[config.mk]
export PLATFORM = sky130hd
export DESIGN_NAME = line_in_control
export DESIGN_NICKNAME = d
export VERILOG_FILES = /design/src/rtl/line_in_control.sv
export SDC_FILE = /design/constraint.sdc
export NUM_CORES = 1
export LEC_CHECK = 0
export BUFFER_PORTS_ARGS = -buffer_cell sky130_fd_sc_hd__buf_2
export CAP_MARGIN = 10
export CORE_MARGIN = 8
export CORE_UTILIZATION = 30
export CTS_CLUSTER_DIAMETER = 150
export DETAILED_ROUTE_END_ITERATION = 6
export PLACE_DENSITY = 0.52
export SLEW_MARGIN = 40
export SYNTH_ARGS = -nofsm -noshare
export SYNTH_HDL_FRONTEND = slang
export SYNTH_SLANG_ARGS = --single-unit
[constraint.sdc]
create_clock -name clk -period 3.9 [get_ports clk]
set_clock_uncertainty 0.1 [all_clocks]
set_input_delay 1.17 -clock clk [delete_from_list [all_inputs] [get_ports clk]]
set_output_delay 1.17 -clock clk [all_outputs]
set_load 0.01 [all_outputs]
[src/rtl/line_in_control.sv]
// line_in_control: I2S master receiver for the codec ADC (line-in) path.
// Derives MCLK/SCK/LRCK from a free-running 9-bit frame counter.
// Deserializes SDOUT MSB-first into 16-bit left/right samples with no I2S
// one-bit delay, and publishes each completed stereo pair with a one-cycle
// valid strobe.
//
// Output strobe semantics: sample_valid is a one-cycle pulse with no ready.
// audio_left/audio_right change only on the edge that raises sample_valid.
// They hold their value until the next pulse, so downstream logic may sample
// them on the pulse or at any later point in the same frame.
module line_in_control #(
   parameter logic [3:0] SAMPLE_PHASE = 4'd11
) (
   input  logic        clk,
   input  logic        rst,
   input  logic        audio_sdout,
   output logic        audio_mclk,
   output logic        audio_sck,
   output logic        audio_lrck,
   output logic [15:0] audio_left,
   output logic [15:0] audio_right,
   output logic        sample_valid
);

   // Counter value at which the last right-channel bit is captured.
   localparam logic [8:0] DONE_CNT = {1'b1, 4'hF, SAMPLE_PHASE};

   logic [8:0]  cnt;
   logic        sd_s1;
   logic        sd_s2;
   logic [15:0] shift_l;
   logic [15:0] shift_r;
   logic        strobe;
   logic        frame_done;

   // Sample SDOUT once per SCK period, inside the SCK-high half.
   assign strobe     = (cnt[3:0] == SAMPLE_PHASE);
   assign frame_done = (cnt == DONE_CNT);

   // Clock outputs come straight from counter flops, so they are glitch-free.
   assign audio_lrck = cnt[8];
   assign audio_sck  = cnt[3];
   assign audio_mclk = cnt[1];

   // Free-running frame counter; wraps naturally at 0x1FF.
   always_ff @(posedge clk) begin
      if (rst) begin
         cnt <= 9'd0;
      end else begin
         cnt <= cnt + 9'd1;
      end
   end

   // Two-flop synchronizer for the asynchronous codec data line.
   always_ff @(posedge clk) begin
      if (rst) begin
         sd_s1 <= 1'b0;
         sd_s2 <= 1'b0;
      end else begin
         sd_s1 <= audio_sdout;
         sd_s2 <= sd_s1;
      end
   end

   // Shift the synchronized bit into the channel selected by cnt[8], MSB first.
   always_ff @(posedge clk) begin
      if (rst) begin
         shift_l <= 16'd0;
         shift_r <= 16'd0;
      end else if (strobe) begin
         if (cnt[8]) begin
            shift_r <= {shift_r[14:0], sd_s2};
         end else begin
            shift_l <= {shift_l[14:0], sd_s2};
         end
      end
   end

   // Publish the stereo pair; the last right bit is merged in directly since
   // shift_r only absorbs it on this same edge.
   always_ff @(posedge clk) begin
      if (rst) begin
         audio_left   <= 16'd0;
         audio_right  <= 16'd0;
         sample_valid <= 1'b0;
      end else begin
         sample_valid <= frame_done;
         if (frame_done) begin
            audio_left  <= shift_l;
            audio_right <= {shift_r[14:0], sd_s2};
         end
      end
   end

endmodule

Word level (Yosys, flattened, before mapping)
Index checks and enable logic that the tools add are counted.
{"block": "totals", "in_bits": 3, "word_cells": 14, "mem_bits_ro": 0, "reg_bits": 75, "latchBits": 0, "n_memories": 0, "ramBits": 0, "output_inout_bits": 36}
{"block": "op_classes", "n_reduce_logical": 2, "addsub": 1, "magnitude_cmp": 0, "muxes": 0, "mul": 0, "eq_ne": 2, "n_div": 0, "bitwise_logic": 1, "shifts": 0}
{"op": "9-bit by 1-bit adder with 9-bit output (second input constant)", "count": 1}
{"op": "9-bit == test (second input constant)", "count": 1}
{"op": "4-bit == test (second input constant)", "count": 1}
{"op": "2-bit AND reduction", "count": 2}
{"op": "1-bit NOT", "count": 1}

Longest topological paths before layout
Gate-level depths: netlist of run 1.
{"block": "depth", "depth_word": 2, "mapped_depth": 6, "ltp_nobuf": 4}

Least setup slack after synthesis of run 1
Ideal clock, no wire load.
{"block": "synth_path", "path_kind": "input to register", "startpoint": "in rst", "endpoint": "reg cnt[7]", "required_time_ns": 3.668, "setup_time_ns": 0.132, "t_arrival_ns": 1.872, "n_path_buf": 3, "cell_stages": 4, "slack_ns": 1.796, "cell_sequence": "clkbuf_1 -> buf_2 -> clkbuf_1 -> a21oi_1"}
{"element": "from (decl)", "line": "15", "text": "input logic rst,"}
{"element": "to (signal assigned)", "line": "50", "text": "cnt <= cnt + 9'd1;"}
{"element": "to (decl)", "line": "28", "text": "logic [8:0] cnt;"}
No word-level cell between the ends.

Worst setup path in the final report of run 1
{"block": "layout_path", "startpoint": "reg cnt[3]", "endpoint": "out audio_sck"}
{"element": "to (decl)", "line": "18", "text": "output logic audio_sck,"}
No word-level cell between the ends.

==> results.toml, run 1 <==
[logic_synthesis]
ys_warn_count = 0
synth.most_common_cell = "dfxtp_1"
synth_area_sq_um = 3060
synth_flop_cell = "dfxtp_1"
synth_edf_count = 0
yosys-top-cells-count = "dfxtp_1, nand2b_1, nand2_1, a21oi_1, mux2i_1"
yosys-top-cells-area = "dfxtp_1, nand2b_1, mux2i_1"
ys_seq_area_frac = 0.491
syn_area_per_cell_sq_um = 9.37
synth_fp_nets = 331
synth.top_cell.area_share = 0.491
synthDistinctLibCells = 29
synth_cells = 326
async_flop_share = 0
yosysTopAreaCell = "dfxtp_1"
ys_ff_latch = 75

[power_and_ir_drop]
seqPwrFrac = 0.590
intPower_uw = 1010
p_clk_frac = 0.384
p_sw_frac = 0.230
switchingPower_uw = 301
max-vdd-ir-drop_mv = 0.151
power.density_nw_per_um2 = 382
static-leakage-power_uw = 0.00124
combPwrFrac = 0.027

[status]
status = "completed"

[finish]
final_layout_size_suffix_gt1_frac = 0.163
ff_latch_area_sq_um = 1500
fill_cells = 1092
diodes = 0
layout.nets = 357
multi_input_area_sq_um = 1390
final_cell_area_sq_um = 3440
area_growth_pct = 12.5

[die]
core_area_sq_um = 10100
fp.dieH_um = 117
die_w_um = 117
row_count = 37
die_area_sq_um = 13700
initial_utilization = 0.303
io_pins = 39

[placed_design]
io_buffers = 38
pre_cts_ws_ns = 1.42
hpwlAfterDp_mm = 3.65
placed_area_sq_um = 3280
routabilityCongestion = 0.688

[critical_path]
critPathMaxStageDelay_ns = 0.55
r2r_end = "audio_left[13]$_SDFFE_PP0N_"
critical_path_buf_inv_count = 1
worstSetupEndpointType = "output pin"
crit_family = "flip-flops"
r2r_slack_ns = 1.67
cp-start-kind = "flip-flop"
path_max_fanout = 9
critPathArrivalTime_ns = 1.09
required_ns = 2.63
reg2reg_depth = 4
critPathKind = "flip-flop to output pin"
cp_slowest_cell = "dfxtp_1"
crit_path_cell_trace = "buf_2"
regToRegStartpoint = "cnt[1]$_SDFF_PP0_"

[clock_network]
cts_buffer_depth = 2
cts_max_level = 3
cts_tree = "done"
cts-root-buf = "clkbuf_8"
cts_sinks = 75
cts_made_buffers = 9
clk_pin_slew_worst_paths_ns = 0.07
postCtsSetupBuffers = 0
ctsHoldBuffers = 0
ctsResizeCount = 0
clkLatencyLatePin_ns = 0.34

[detailed_routing]
vias = 2130
vias_per_cell = 4.33
dr.pass1.iters = 5
drt_iter0_markers = 79
totalWireLength_mm = 5.82
drc = 0
post_drt_wl_per_cell_um = 11.8
ant_nets = 0

[hold_path]
min_from = "sd_s1$_SDFF_PP0_"
hp-class = "flip-flop to flip-flop"
holdPathEnd = "sd_s2$_SDFF_PP0_"
holdPathStages = 1

[flow_run]
cap_violations = 0

[timing]
finalSetupViolCount = 0
finalHoldViolations = 0
final.setup.worst_slack_ns = 1.54
rsz0062_at_grt = "false"
fmax_mhz = 423
slew_headroom = 0.506
period_needed_ns = 2.36
timing.final.crit_share = 0.606
maxSlewViolCount = 0
worst_pin_slew_ns = 0.741
setup_tns_ns = 0

[global_routing]
grt_start_max_net_pins = 68
antenna_found_initial = 0
grt_pass1_vias = 2086
overflow = 0
track_usage = 0.0938
grt_pass1_wl_mm = 10.1
==> metrics by stage <==
| step | instances | utilization | hold WS, ns | power, uW |
|---|---|---|---|---|
| after global placement | 477 | 0.325 | 0.334 | 827 |
| final | 492 | 0.341 | 0.345 | 1310 |
| after global routing | 492 | 0.341 | 0.373 | 1370 |
| after detailed placement | 477 | 0.325 | 0.332 | 828 |
| after floorplan | 326 | - | 0.314 | 821 |
| after CTS | 492 | 0.341 | 0.354 | 1340 |
==> routing by layer <==
metal  global-route usage  vias up  wire [um]
li1                     -     1115          -
met1                0.103      980       2770
met2                0.159       29       2760
met3               0.0323        6        214
met4               0.0461        0         76
met5                    0        -          0
==> power by group through the flow <==
stage | registers, uW | clock network, uW | logic (uW)
after detailed placement | 792 | 0 | 35.6
after global routing | 775 | 560 | 38.6
after CTS | 774 | 530 | 35.7
final | 774 | 504 | 35.0
after global placement | 792 | 0 | 35.2
after floorplan | 790 | 0 | 30.4
==> how the worst max path moves through the flow <==
stage / cells after the start / endpoint / slack [ns] / from
floorplan: 4 / cnt[7]$_SDFF_PP0_ / 1.80 / rst
global placement: 4 / audio_left[13]$_SDFFE_PP0N_ / 1.45 / rst
detailed placement: 4 / audio_right[0]$_SDFFE_PP0N_ / 1.42 / rst
CTS: 1 / audio_sck / 1.49 / cnt[3]$_SDFF_PP0_
global route: 1 / audio_sck / 1.44 / cnt[3]$_SDFF_PP0_
finish: 1 / audio_sck / 1.54 / cnt[3]$_SDFF_PP0_
==> layout by cell type (no fill, tap or decap), types with 2 or more instances in the layout <==
| cell type | count |
|---|---|
| nor2_1 | 4 |
| clkinv_2 | 3 |
| buf_2 | 38 |
| ha_1 | 2 |
| clkbuf_8 | 9 |
| a21oi_1 | 35 |
| nand2_1 | 63 |
| nand2b_1 | 64 |
| dfxtp_1 | 75 |
| xor2_1 | 2 |
| mux2i_1 | 32 |
| o21ai_0 | 4 |
| nand3_1 | 4 |
| or3_1 | 3 |
| nor2b_1 | 3 |
==> sequential cells by signal, summed over array words and instances (netlist names) <==
signal / flops
shift_l: 16
audio_left: 16
sd_s1: 1
shift_r: 15
sample_valid: 1
audio_right: 16
cnt: 9
sd_s2: 1
==> kinds of logic (layout without fill, tap and decap cells) <==
kind of cell / after synthesis / in the layout / share of synthesized area
and+or+nand+nor: 150 / 150 / 0.271
DFF: 75 / 75 / 0.491
AOI/OAI and AO/OA: 39 / 39 / 0.0639
muxes: 32 / 32 / 0.105
buffers and inverters: 25 / 55 / 0.0524
xor gates and xnor gates: 3 / 3 / 0.00860
adders and majority gates: 2 / 2 / 0.00819
==> worst register-to-register path, cell delays in order (launching register included) <==
cell and delay, ns:
dfxtp_1 0.44, ha_1 0.31, nand4b_4 0.33, nor2_8 0.69, mux2i_1 0.30
==> layout make-up <==
type                       instances  share of cell area
clock buffer                      10              0.0371
clock inverter                     5             0.00910
inverter                           1             0.00109
multi-input combinational        226               0.405
sequential                        75               0.437
tap                              136              0.0495
timing repair buffer              39              0.0611
Power figures use the tool's default switching activity.
==> run 2, diff against run 1 <==
- clock period: 3.9 -> 2.2 ns (I/O delays scaled with it)
==> run 2 against run 1 <==
Effect of this change: total power increased by 80%; critical endpoint unchanged; sequential power up 77%; first-iteration DRC count up 1.3%; sequential cell count unchanged; register-to-register slack got worse by 1.3 ns; sequential share of layout area fell by 0.56 points; clock-buffer cell count did not move; die area unchanged; highest routed layer unchanged; largest power group unchanged; non-clock buffer count rose by 3; cell area up 1.3%.
==> results.toml, run 2 (synthesized netlist as in run 1, its figures left out) <==
[status]
status = "completed"

[power_and_ir_drop]
power.density_nw_per_um2 = 678
combPwrFrac = 0.026
p_sw_frac = 0.237
max-vdd-ir-drop_mv = 0.301
static-leakage-power_uw = 0.00125
intPower_uw = 1800
seqPwrFrac = 0.581
switchingPower_uw = 560
p_clk_frac = 0.393
finalPower_uw = 2360

[die]
core_area_sq_um = 10100
io_pins = 39
fp.dieH_um = 117
row_count = 37
die_area_sq_um = 13700
die_w_um = 117
initial_utilization = 0.303

[global_routing]
overflow = 0
grt_pass1_wl_mm = 9.70
grt_start_max_net_pins = 108
grt_pass1_vias = 2152
track_usage = 0.0896
antenna_found_initial = 0

[timing]
slew_headroom = 0.652
worst_pin_slew_ns = 0.522
finalHoldViolations = 0
finalSetupViolCount = 0
rsz0062_at_grt = "false"
setup_tns_ns = 0
period_needed_ns = 1.85
fmax_mhz = 541
maxSlewViolCount = 0
final.setup.worst_slack_ns = 0.353
timing.final.crit_share = 0.840

[finish]
final_layout_size_suffix_gt1_frac = 0.172
reg_top3 = "audio_left x16, audio_right x16, shift_l x16"
layout_common_cells = "dfxtp_1, nand2b_1, nand2_1"
layout_commonest_cell = "dfxtp_1"
area_growth_pct = 14.0
diodes = 0
layout.nets = 360
fill_cells = 1098

[critical_path]
cp.depth = 1
critPathCapture = "audio_sck"
critPathArrivalTime_ns = 1.09
critPathMaxStageDelay_ns = 0.54
r2r_slack_ns = 0.38
required_ns = 1.44
reg2reg_depth = 5
crit_family = "flip-flops"
worstSetupEndpointType = "output pin"
critPathKind = "flip-flop to output pin"
regToRegStartpoint = "cnt[1]$_SDFF_PP0_"
crit_path_start = "cnt[3]$_SDFF_PP0_"
crit_path_cell_trace = "buf_2"
cp-start-kind = "flip-flop"
critical_path_buf_inv_count = 1
cp_slowest_cell = "dfxtp_1"
path_max_fanout = 9
r2r_end = "audio_right[12]$_SDFFE_PP0N_"

[placed_design]
io_buffers = 38
hpwlAfterDp_mm = 3.59
routabilityCongestion = 0.704
pre_cts_ws_ns = 0.377

[detailed_routing]
route.met3.wl_um = 338
totalWireLength_mm = 5.70
dr.pass1.iters = 4
vias = 2147
post_drt_wl_per_cell_um = 11.5
drc = 0
met2WireLength_mm = 2.59
wl_met1_mm = 2.68
top_layer = "met4"
ant_nets = 0
drt_iter0_markers = 80
vias_per_cell = 4.33

[clock_network]
cts_buffer_depth = 2
cts_max_level = 3
cts_sinks = 75
ctsResizeCount = 0
clkLatencyLatePin_ns = 0.34
ctsHoldBuffers = 0
clk_pin_slew_worst_paths_ns = 0.08
cts_tree = "done"
postCtsSetupBuffers = 0
cts-root-buf = "clkbuf_8"
cts_made_buffers = 9

[hold_path]
hp-class = "flip-flop to flip-flop"

[flow_run]
cap_violations = 0
run 2: changes by cell type in the layout (fill, tap and decap cells not counted):
cell | previous run | this run
buf_12 | 1 | 2
buf_4 | 0 | 2
clkinv_2 | 3 | 2
clkinv_4 | 1 | 0
clkinvlp_4 | 1 | 3
inv_6 | 0 | 1
run 2: layout make-up:
class,count,area (sq um),share of cell area
Timing Repair Buffer,42,245,0.0704
Sequential cell,75,1500,0.431
Clock inverter,6,41.3,0.0119
Multi-Input combinational cell,226,1390,0.400
Clock buffer,10,128,0.0366
Inverter,1,3.75,0.00108
Tap cell,136,170,0.0489
run 2: power by group through the flow:
stage / Combinational, uW / Clock [uW] / Sequential [uW]
CTS: 63.7 / 973 / 1370
detailed placement: 63.4 / 0 / 1400
global route: 69.2 / 1030 / 1370
floorplan: 53.8 / 0 / 1400
global placement: 64.3 / 0 / 1400
finish: 62.1 / 929 / 1370
run 2: metrics by stage:
stage / std cells / hold slack [ns] / utilization / area, sq um
finish: 496 / 0.358 / 0.345 / 3480
global route: 496 / 0.380 / 0.345 / 3480
CTS: 496 / 0.360 / 0.345 / 3480
detailed placement: 480 / 0.349 / 0.328 / 3310
global placement: 480 / 0.323 / 0.328 / 3310
floorplan: 326 / 0.314 / - / 3060
run 2: layer usage:
layer | global-route usage | vias to the layer above
li1 | - | 1122
met1 | 0.102 | 993
met2 | 0.146 | 26
met3 | 0.0334 | 6
met4 | 0.0410 | 0
met5 | 0 | -
run 2: how the worst min path moves through the flow:
stage / slack (ns) / cells past startpoint / end / start
after global placement: 0.32 / 1 / sd_s2$_SDFF_PP0_ / sd_s1$_SDFF_PP0_
after floorplan: 0.31 / 1 / sd_s2$_SDFF_PP0_ / sd_s1$_SDFF_PP0_
after detailed placement: 0.35 / 2 / shift_l[15]$_SDFFE_PP0P_ / shift_l[15]$_SDFFE_PP0P_
after global routing: 0.38 / 2 / shift_r[1]$_SDFFE_PP0P_ / shift_r[0]$_SDFFE_PP0P_
final: 0.36 / 1 / sd_s2$_SDFF_PP0_ / sd_s1$_SDFF_PP0_
after CTS: 0.36 / 2 / shift_l[15]$_SDFFE_PP0P_ / shift_l[15]$_SDFFE_PP0P_
==> run 3, diff against run 2 <==
- ABC_AREA: unset -> 1
- PLACE_DENSITY: 0.52 -> 0.54
- clock period: 2.2 -> 1.6 ns (I/O delays scaled with it)
==> run 3 against run 2 <==
Effect of this change: critical path depth increased by 1; non-clock buffer count increased by 11; highest routed layer unchanged; largest power group unchanged; sequential cell count unchanged; via count increased by 13%; routed wire length increased by 11%; cell count increased by 16%; total power increased by 50%; sequential share of layout area decreased by 0.69 points; synthesized area decreased by 4.9%; clock-buffer cell count unchanged; cell area increased by 1.8%; die area decreased by 4.2%.
==> results.toml, run 3 <==
[clock_network]
clk_pin_slew_worst_paths_ns = 0.08
cts_sinks = 75
cts_tree = "done"
cts_made_buffers = 9
clkLatencyLatePin_ns = 0.35
cts_max_level = 3
cts-root-buf = "clkbuf_8"
cts_buffer_depth = 2

[finish]
layout.nets = 443
area_growth_pct = 22.0
final_layout_size_suffix_gt1_frac = 0.179
reg_top3 = "audio_left x16, audio_right x16, shift_l x16"
final_cell_area_sq_um = 3550
layout_commonest_cell = "nor2_1"
instances_no_fill = 575
finalCoreUtilization = 0.370
ff_latch_area_sq_um = 1500
multi_input_area_sq_um = 1160
layout_common_cells = "nor2_1, nand2_1, dfxtp_1"
fill_cells = 1016
diodes = 0

[placed_design]
pre_cts_ws_ns = 0.0797
hpwlAfterDp_mm = 4.14
placed_area_sq_um = 3290
io_buffers = 38
dpl.cell_count = 558
routabilityCongestion = 0.696

[power_and_ir_drop]
combPwrFrac = 0.027
seqPwrFrac = 0.532
p_sw_frac = 0.215
power.density_nw_per_um2 = 998
static-leakage-power_uw = 0.00147
p_clk_frac = 0.441
intPower_uw = 2780
max-vdd-ir-drop_mv = 0.402
switchingPower_uw = 762

[global_routing]
grtUsageMet1 = 0.128
overflow = 0
grt_start_max_net_pins = 60
met3_usage = 0.0264
grt_pass1_vias = 2301
antenna_found_initial = 0
track_usage = 0.104
grt_pass1_wl_mm = 10.9
busiest_layer = "met2"
gr-usage-met2 = 0.160

[logic_synthesis]
yosysTopAreaCell = "dfxtp_1"
synth_flop_cell = "dfxtp_1"
synth.top_cell.area_share = 0.517
synthDistinctLibCells = 20
synth_fp_nets = 400
synth_cells = 395
ys_ff_latch = 75
ys_warn_count = 0
synth.most_common_cell = "nor2_1"
synth_edf_count = 0
synth_area_sq_um = 2910
ys_seq_area_frac = 0.517
yosys-top-cells-area = "dfxtp_1, nor2_1, nand2_1"
async_flop_share = 0
yosys-top-cells-count = "nor2_1, dfxtp_1, nand2_1, nand3_1, inv_1"
syn_area_per_cell_sq_um = 7.36

[detailed_routing]
dr.pass1.iters = 4
vias = 2433
ant_nets = 0
drc = 0
post_drt_wl_per_cell_um = 11.0
vias_per_cell = 4.23
totalWireLength_mm = 6.32
drt_iter0_markers = 86

[critical_path]
worstSetupEndpointType = "output pin"
regToRegStartpoint = "cnt[0]$_SDFF_PP0_"
reg2reg_depth = 7
critPathKind = "flip-flop to output pin"
cp-start-kind = "flip-flop"
required_ns = 1.02
critPathArrivalTime_ns = 0.95
path_max_fanout = 6
r2r_end = "audio_right[5]$_SDFFE_PP0N_"
r2r_slack_ns = 0.11

[timing]
slew_headroom = 0.754
rsz0062_at_grt = "true"
fmax_mhz = 655
setup_tns_ns = 0
final.setup.worst_slack_ns = 0.0742
worst_pin_slew_ns = 0.368
timing.final.crit_share = 0.954
period_needed_ns = 1.53
finalSetupViolCount = 0
finalHoldViolations = 0
maxSlewViolCount = 0

[die]
row_count = 36
die_area_sq_um = 13100
fp.dieH_um = 114
io_pins = 39
initial_utilization = 0.303
core_area_sq_um = 9590
die_w_um = 114

[hold_path]
holdPathStages = 3
hp-class = "input pin to flip-flop"
min_from = "audio_sdout"
holdPathEnd = "sd_s1$_SDFF_PP0_"

[status]
status = "completed"

[flow_run]
cap_violations = 0
[run 3: kinds of logic after synthesis]
group,after synthesis,share of synthesized area
fa+ha+maj,2,0.00861
compound gates,38,0.0672
flops,75,0.517
buf+inv,57,0.0874
simple gates,223,0.320
[run 3: how the worst max path moves through the flow]
stage	cells past startpoint	to	slack, ns	from
global placement	7	audio_left[11]$_SDFFE_PP0N_	0.13	cnt[0]$_SDFF_PP0_
CTS	2	audio_sck	0.02	cnt[3]$_SDFF_PP0_
finish	2	audio_sck	0.07	cnt[3]$_SDFF_PP0_
global route	7	audio_left[1]$_SDFFE_PP0N_	-0.03	cnt[0]$_SDFF_PP0_
detailed placement	7	audio_left[11]$_SDFFE_PP0N_	0.08	cnt[0]$_SDFF_PP0_
floorplan	7	shift_l[10]$_SDFFE_PP0P_	0.12	cnt[1]$_SDFF_PP0_
[run 3: what timing repair did]
action                                  CTS  global route
endpoints found under the hold margin     0             0
buffers inserted                          0             1
endpoints found under the setup margin    1            49
pin swaps                                 0             1
cloned                                    0             1
hold buffers                              0             0
resized for setup                         1             4
[run 3: final cells by class]
type / count / area share
multi-input combinational: 263 / 0.328
sequential: 75 / 0.424
inverter: 36 / 0.0381
clock inverter: 5 / 0.0222
tap: 133 / 0.0469
timing repair buffer: 53 / 0.104
clock buffer: 10 / 0.0360
[run 3: critical path, stage by stage (launching register included)]
cell,delay [ns]
dfxtp_2,0.32
buf_4,0.14
buf_2,0.14
[run 3: routing by layer]
| metal | vias to the layer above | part of all wire |
|---|---|---|
| met5 | - | 0 |
| met4 | 0 | 0.023 |
| met3 | 12 | 0.045 |
| met2 | 42 | 0.43 |
| met1 | 1071 | 0.50 |
| li1 | 1308 | - |
[run 3: power by group through the flow]
stage | Sequential [uW] | Combinational, uW | Clock [uW]
after floorplan | 1930 | 62.1 | 0
after global placement | 1930 | 95.1 | 0
after detailed placement | 1930 | 97.2 | 0
after CTS | 1880 | 97.2 | 1620
after global routing | 1880 | 110 | 1710
final | 1880 | 96.3 | 1560
[run 3: metrics by stage]
stage | hold slack, ns | total power (uW)
2_1_floorplan | 0.288 | 1990
4_1_cts | 0.200 | 3600
6_report | 0.226 | 3540
3_5_place_dp | 0.299 | 2020
3_3_place_gp | 0.294 | 2020
5_1_grt | 0.220 | 3710
